`config.mk`:
```
export PLATFORM = sky130hd
export DESIGN_NAME = ntt_poly_sched
export DESIGN_NICKNAME = d
export VERILOG_FILES = /design/src/rtl/ntt_sched_pkg.sv /design/src/rtl/ntt_tag_fifo.sv /design/src/rtl/ntt_poly_sched.sv
export SDC_FILE = /design/constraint.sdc
export NUM_CORES = 1
export LEC_CHECK = 0
export BUFFER_PORTS_ARGS = -buffer_cell sky130_fd_sc_hd__buf_2
export CAP_MARGIN = 20
export CORE_MARGIN = 10
export CORE_UTILIZATION = 50
export CTS_CLUSTER_SIZE = 30
export DETAILED_ROUTE_END_ITERATION = 7
export PLACE_DENSITY_LB_ADDON = 0.12
export SLEW_MARGIN = 20
export SYNTH_ARGS = -nofsm -noshare
export SYNTH_HDL_FRONTEND = slang
export SYNTH_SLANG_ARGS = --single-unit
```
`constraint.sdc`:
```
create_clock -name clk -period 14.4 [get_ports clk]
set_input_delay 0.72 -clock clk [delete_from_list [all_inputs] [get_ports clk]]
set_output_delay 0.72 -clock clk [all_outputs]
set_load 0.01 [all_outputs]
```
`src/rtl/ntt_sched_pkg.sv`:
```
// Shared types and constants for the polynomial-stream scheduler.
// Modes, FSM states, error bit positions and the beats-per-polynomial helper.
package ntt_sched_pkg;

  typedef enum logic [1:0] {
    MODE_NTT  = 2'd0,
    MODE_INTT = 2'd1,
    MODE_PWM  = 2'd2,
    MODE_RSVD = 2'd3
  } mode_t;

  typedef enum logic [1:0] {
    IDLE   = 2'd0,
    STREAM = 2'd1,
    DRAIN  = 2'd2,
    DROP   = 2'd3
  } state_t;

  localparam int ERR_BAD_MODE   = 0;
  localparam int ERR_COLLISION  = 1;
  localparam int ERR_UNEXPECTED = 2;

  function automatic int beats(input int poly_n, input int lanes);
    return poly_n / lanes;
  endfunction

endpackage

```
`src/rtl/ntt_tag_fifo.sv`:
```
// Tag FIFO holding the IDs of polynomials started but not yet fully emitted.
// Push at polynomial start, pop on the output last beat; count is the in-flight depth.
module ntt_tag_fifo #(
  parameter int ID_W      = 4,
  parameter int TAG_DEPTH = 4
) (
  input  logic                         clk,
  input  logic                         rst,
  input  logic                         push,
  input  logic [ID_W-1:0]              push_id,
  input  logic                         pop,
  output logic [ID_W-1:0]              head,
  output logic                         full,
  output logic                         empty,
  output logic [$clog2(TAG_DEPTH):0]   count
);

  localparam int AW = $clog2(TAG_DEPTH);

  logic [ID_W-1:0] mem [TAG_DEPTH];
  logic [AW-1:0]   wr_ptr;
  logic [AW-1:0]   rd_ptr;
  logic            do_push;
  logic            do_pop;

  assign full    = (count == (AW+1)'(TAG_DEPTH));
  assign empty   = (count == '0);
  assign do_push = push && !full;
  assign do_pop  = pop && !empty;
  assign head    = mem[rd_ptr];

  always_ff @(posedge clk) begin
    if (do_push) mem[wr_ptr] <= push_id;
  end

  // Pointers wrap naturally because TAG_DEPTH is a power of two.
  always_ff @(posedge clk or posedge rst) begin
    if (rst) begin
      wr_ptr <= '0;
      rd_ptr <= '0;
      count  <= '0;
    end else begin
      if (do_push) wr_ptr <= wr_ptr + 1'b1;
      if (do_pop)  rd_ptr <= rd_ptr + 1'b1;
      case ({do_push, do_pop})
        2'b10:   count <= count + 1'b1;
        2'b01:   count <= count - 1'b1;
        default: count <= count;
      endcase
    end
  end

endmodule

```
`src/rtl/ntt_poly_sched.sv`:
```
// Polynomial-stream scheduler: routes whole polynomials to the NTT/INTT/PWM engine
// of their mode and re-tags engine results into one output stream.
module ntt_poly_sched
  import ntt_sched_pkg::*;
#(
  parameter int DATA_WIDTH = 12,
  parameter int POLY_N     = 256,
  parameter int LANES      = 2,
  parameter int ID_W       = 4,
  parameter int TAG_DEPTH  = 4
) (
  input  logic                          clk,
  input  logic                          rst,
  input  logic                          s_valid,
  output logic                          s_ready,
  input  logic [1:0]                    s_mode,
  input  logic [ID_W-1:0]               s_id,
  input  logic [LANES*DATA_WIDTH-1:0]   s_data_a,
  input  logic [LANES*DATA_WIDTH-1:0]   s_data_b,
  output logic                          ntt_in_en,
  output logic                          intt_in_en,
  output logic                          pwm_in_en,
  output logic [LANES*DATA_WIDTH-1:0]   ntt_in,
  output logic [LANES*DATA_WIDTH-1:0]   intt_in,
  output logic [2*LANES*DATA_WIDTH-1:0] pwm_in,
  input  logic                          ntt_out_en,
  input  logic                          intt_out_en,
  input  logic                          pwm_out_en,
  input  logic [LANES*DATA_WIDTH-1:0]   ntt_out,
  input  logic [LANES*DATA_WIDTH-1:0]   intt_out,
  input  logic [LANES*DATA_WIDTH-1:0]   pwm_out,
  output logic                          m_valid,
  output logic [LANES*DATA_WIDTH-1:0]   m_data,
  output logic [1:0]                    m_mode,
  output logic [ID_W-1:0]               m_id,
  output logic                          m_last,
  output logic                          busy,
  output logic [2:0]                    err
);

  localparam int LW    = LANES * DATA_WIDTH;
  localparam int BEATS = beats(POLY_N, LANES);
  localparam int CW    = (BEATS > 1) ? $clog2(BEATS) : 1;
  localparam logic [CW-1:0] LAST = CW'(BEATS - 1);

  state_t                     state, state_nxt;
  mode_t                      act_mode, s_mode_e, eng_mode;
  logic [CW-1:0]              in_cnt, out_cnt;
  logic                       fire, stream_beat, drop_beat, push, pop;
  logic                       tag_full, tag_empty;
  logic [ID_W-1:0]            tag_head;
  logic [$clog2(TAG_DEPTH):0] tag_count;
  logic                       collide, any_en, act_en, out_ok, unexpected;
  logic [LW-1:0]              act_data;

  assign s_mode_e = mode_t'(s_mode);
  // The first beat out of IDLE steers by its own mode; act_mode is only loaded by that beat.
  assign eng_mode = (state == IDLE) ? s_mode_e : act_mode;

  // A beat transfers on a cycle where s_valid && s_ready; s_ready never depends on
  // anything but state, counters, FIFO fullness and the offered mode.
  assign fire        = s_valid && s_ready;
  assign stream_beat = fire && ((state == STREAM) || ((state == IDLE) && (s_mode_e != MODE_RSVD)));
  assign drop_beat   = fire && !stream_beat;
  assign push        = stream_beat && (in_cnt == '0);
  assign busy        = (state != IDLE) || (tag_count != '0);

  always_comb begin
    state_nxt = state;
    s_ready   = 1'b0;
    case (state)
      IDLE: begin
        s_ready = 1'b1;
        if (s_valid) state_nxt = (s_mode_e == MODE_RSVD) ? DROP : STREAM;
      end
      STREAM: begin
        if (in_cnt != '0) begin
          s_ready = 1'b1;
        end else begin
          s_ready = (s_mode_e == act_mode) && !tag_full;
          if (s_valid && (s_mode_e != act_mode)) state_nxt = DRAIN;
          else if (!s_valid && tag_empty)        state_nxt = IDLE;
        end
      end
      DRAIN: begin
        if (tag_empty) state_nxt = IDLE;
      end
      DROP: begin
        s_ready = 1'b1;
        if (s_valid && (in_cnt == LAST)) state_nxt = IDLE;
      end
      default: state_nxt = IDLE;
    endcase
    if (rst) s_ready = 1'b0;
  end

  always_ff @(posedge clk or posedge rst) begin
    if (rst) begin
      state      <= IDLE;
      act_mode   <= MODE_NTT;
      in_cnt     <= '0;
      ntt_in_en  <= 1'b0;
      intt_in_en <= 1'b0;
      pwm_in_en  <= 1'b0;
      ntt_in     <= '0;
      intt_in    <= '0;
      pwm_in     <= '0;
    end else begin
      state      <= state_nxt;
      ntt_in_en  <= 1'b0;
      intt_in_en <= 1'b0;
      pwm_in_en  <= 1'b0;
      if (fire) in_cnt <= (in_cnt == LAST) ? '0 : in_cnt + 1'b1;
      if ((state == IDLE) && fire && (s_mode_e != MODE_RSVD)) act_mode <= s_mode_e;
      if (stream_beat) begin
        case (eng_mode)
          MODE_NTT:  begin ntt_in_en  <= 1'b1; ntt_in  <= s_data_a; end
          MODE_INTT: begin intt_in_en <= 1'b1; intt_in <= s_data_a; end
          MODE_PWM:  begin pwm_in_en  <= 1'b1; pwm_in  <= {s_data_b, s_data_a}; end
          default:   ;
        endcase
      end
    end
  end

  always_comb begin
    act_en   = 1'b0;
    act_data = ntt_out;
    case (act_mode)
      MODE_NTT:  begin act_en = ntt_out_en;  act_data = ntt_out;  end
      MODE_INTT: begin act_en = intt_out_en; act_data = intt_out; end
      MODE_PWM:  begin act_en = pwm_out_en;  act_data = pwm_out;  end
      default:   ;
    endcase
  end

  assign collide    = (ntt_out_en && intt_out_en) || (ntt_out_en && pwm_out_en) ||
                      (intt_out_en && pwm_out_en);
  assign any_en     = ntt_out_en || intt_out_en || pwm_out_en;
  assign out_ok     = any_en && !collide && act_en && !tag_empty;
  assign unexpected = any_en && !collide && (!act_en || tag_empty);
  assign pop        = out_ok && (out_cnt == LAST);

  always_ff @(posedge clk or posedge rst) begin
    if (rst) begin
      m_valid <= 1'b0;
      m_data  <= '0;
      m_mode  <= '0;
      m_id    <= '0;
      m_last  <= 1'b0;
      out_cnt <= '0;
      err     <= '0;
    end else begin
      m_valid <= out_ok;
      m_last  <= pop;
      if (out_ok) begin
        m_data  <= act_data;
        m_mode  <= act_mode;
        m_id    <= tag_head;
        out_cnt <= (out_cnt == LAST) ? '0 : out_cnt + 1'b1;
      end
      if (drop_beat)  err[ERR_BAD_MODE]   <= 1'b1;
      if (collide)    err[ERR_COLLISION]  <= 1'b1;
      if (unexpected) err[ERR_UNEXPECTED] <= 1'b1;
    end
  end

  ntt_tag_fifo #(
    .ID_W      (ID_W),
    .TAG_DEPTH (TAG_DEPTH)
  ) u_tag_fifo (
    .clk     (clk),
    .rst     (rst),
    .push    (push),
    .push_id (s_id),
    .pop     (pop),
    .head    (tag_head),
    .full    (tag_full),
    .empty   (tag_empty),
    .count   (tag_count)
  );

endmodule

```
==> out/results.txt <==
Largest net degree at the start of global routing: 82
Final setup violating endpoints: 0
Vias in the first global route: 5854
Startpoint Class: flip-flop
WL final: 20950 µm
H-tree Lvls: 4
Cells after Synth: 593
Detailed Route Iter0 Violations: 264
Core ar.: 14700 µm²
Synth Net Count: 743
Netlist cell types: 49
Post-synth EDFFs: 16
Top cell type's share of synthesized area: 52.36%
Die width: 143.3 µm
Reg2reg end: u_tag_fifo.count[2]
Top_reg_cell synth: dfrtp_1
Setup Total Neg Slack: 0 ns
Total die area: 20530 µm²
Drt pass-1 iters: 5
CTS buffer count: 17
Fin Hold WS: 0.4675 ns
Crit path launch: act_mode[0]
Clock skew: 0.01065 ns
# IOs: 268
Status: completed
Worst-margin pin slew: 0.9764 ns
Wire per inst: 19.97 µm
First-pass GRT wire length: 31710 µm
Fmax achieved: 224.8 MHz
Vias/cell: 5.373
Nets: 1001
Ratio of cells with drive above 1 in the final layout: 48.44%
Post-synth top cells: dfrtp_1, mux2_2, nand2_1, o21ai_0, a22oi_1
Clk_lat worst skew: 0.42 ns
PortBufs: 267
Drt drc: 0
Register area share after synthesis: 58.69%
Final Hold Vio Count: 0
GRT Residual Overflow: 0
Start of the worst register-to-register path: act_mode[0]
Clock Path Buffers: 2
Final min period: 4.449 ns
Via count: 5636
Fin. max-slew vios: 0
Final ANT Viol Nets: 0
R2R Setup Slk: 9.95 ns
Fin crit share: 30.90%
CP endpoint kind: flip-flop
Initial antenna violation count: 1
Required @ worst endpoint: 14.75 ns
Placer Congestion: 0.8607
Worst hold path type: primary input to asynchronous set/reset pin
Starting density of the core: 51.69%
Arrival time at the worst endpoint: 4.80 ns
MaxCap Viol Count: 0
Syn. warnings: 0
Pwr Density: 211.1 nW/µm²
Area Overhead vs Synth: 26.99%
CP Max Fanout: 59
CP Class: flip-flop to flip-flop
RSZ-0062 raised after global routing: no
Yosys reg bits: 175
CTS tree: yes
Hold_buf cts: 0
Worst setup path endpoint: u_tag_fifo.count[2]
Most numerous cell in the Yosys netlist: dfrtp_1
Netlist Area Pre-Place: 7599 µm²
Post-CTS Resized: 0
Setup Fix Bufs, Post-CTS: 0
Mean post-synth cell area: 12.81 µm²
Detailed Place HPWL: 16160 µm
Clk sinks: 175
GRT Total Usage: 19.65%
Reg clk slew, reported paths: 0.07 ns
CTS root buf: clkbuf_16
Yosys top cell by area: dfrtp_1
Post-synth ARST share: 90.86%
Core Util, Final: 65.65%
Die Y: 143.3 µm
Leak pwr: 4.743 nW
Max_slew headroom: 34.91%
Max IR drop VDD: 0.0001373 V
Rows: 44
Top cells by area, synth: dfrtp_1, mux2_2, edfxtp_1, o21ai_0, nand2_1
Worst Reg2Reg Path Length in Cells: 13
final cells by class:
cell class / count / area [µm²]
antenna: 2 / 5.005
clock buffer: 20 / 467.9
clock inverter: 11 / 117.6
fill: 1136 / 5050
inverter: 18 / 72.57
multi-input combinational: 370 / 2945
sequential: 175 / 4459
tap: 184 / 230.2
timing repair buffer: 269 / 1351
registers in the layout, indices dropped and copies added, names as in the netlist:
register / cells
m_data: 24
state: 2
m_valid: 1
u_tag_fifo.wr_ptr: 2
intt_in: 24
in_cnt: 7
ntt_in_en: 1
ntt_in: 24
u_tag_fifo.rd_ptr: 2
pwm_in: 48
out_cnt: 7
err: 3
act_mode: 2
pwm_in_en: 1
u_tag_fifo.mem: 16
m_last: 1
intt_in_en: 1
m_mode: 2
u_tag_fifo.count: 3
m_id: 4
cell families after synthesis:
group / after synthesis / synth area share (%)
compound gates: 109 / 8.744
xor+xnor: 15 / 1.729
fa+ha+maj: 18 / 3.063
buf+inv: 48 / 2.684
flops: 175 / 58.69
mux: 107 / 16.88
simple gates: 121 / 8.217
metrics by stage:
step	cells	cell area [µm²]	setup WS, ns	total power [mW]
2_1_floorplan	593	7599	9.388	1.271
5_1_grt	1048	9647	9.436	2.173
6_report	1049	9649	9.951	2.037
3_3_place_gp	1016	9056	10.18	1.575
3_5_place_dp	1016	9056	9.943	1.606
4_1_cts	1047	9642	9.936	2.062
critical path: stages, from the launching register on:
cell and delay, ns:
dfrtp_1 0.46, inv_1 0.15, ha_1 0.76, a222oi_1 0.25, nor3_1 0.34, nand2b_2 0.57
inv_1 0.53, and2_1 0.23, ha_1 0.20, inv_1 0.06, fa_1 0.37, xor2_1 0.16
nor2_1 0.13, xor2_1 0.15
worst min path at each step:
stage                     from         end  slack, ns
global placement        err[0]      err[0]       0.44
floorplan           out_cnt[4]  out_cnt[4]       0.43
finish                     rst      err[0]       0.47
global route        out_cnt[6]  out_cnt[6]       0.48
detailed placement  out_cnt[6]  out_cnt[6]       0.45
CTS                 out_cnt[6]  out_cnt[6]       0.47
report_power, final:
group	leakage [nW]	switching, mW	internal [mW]
logic	2.32	0.432	0.358
registers	2.14	0.113	0.683
clock network	0.282	0.193	0.257
total	4.74	0.738	1.30
cell usage in the layout, fill, tap and decap left out, drive strengths merged, types with 4 or more instances in the layout:
cell type    n
nor3         8
ha          17
xor2        10
inv         24
edfxtp      16
a21oi        8
clkbuf      20
nand2       68
xnor2        5
a31oi        4
nor4         4
dfrtp      159
and2         8
mux4         4
mux2       102
a22oi       24
o21ai       60
buf        269
nor2        10
routing by layer:
layer / track usage [%] / wire length (µm)
met2: 34.05 / 10630
met3: 7.164 / 1926
met5: 0 / 0
met4: 5.642 / 244
met1: 22.32 / 8157
Note: power is estimated with default switching activity, not from simulation.
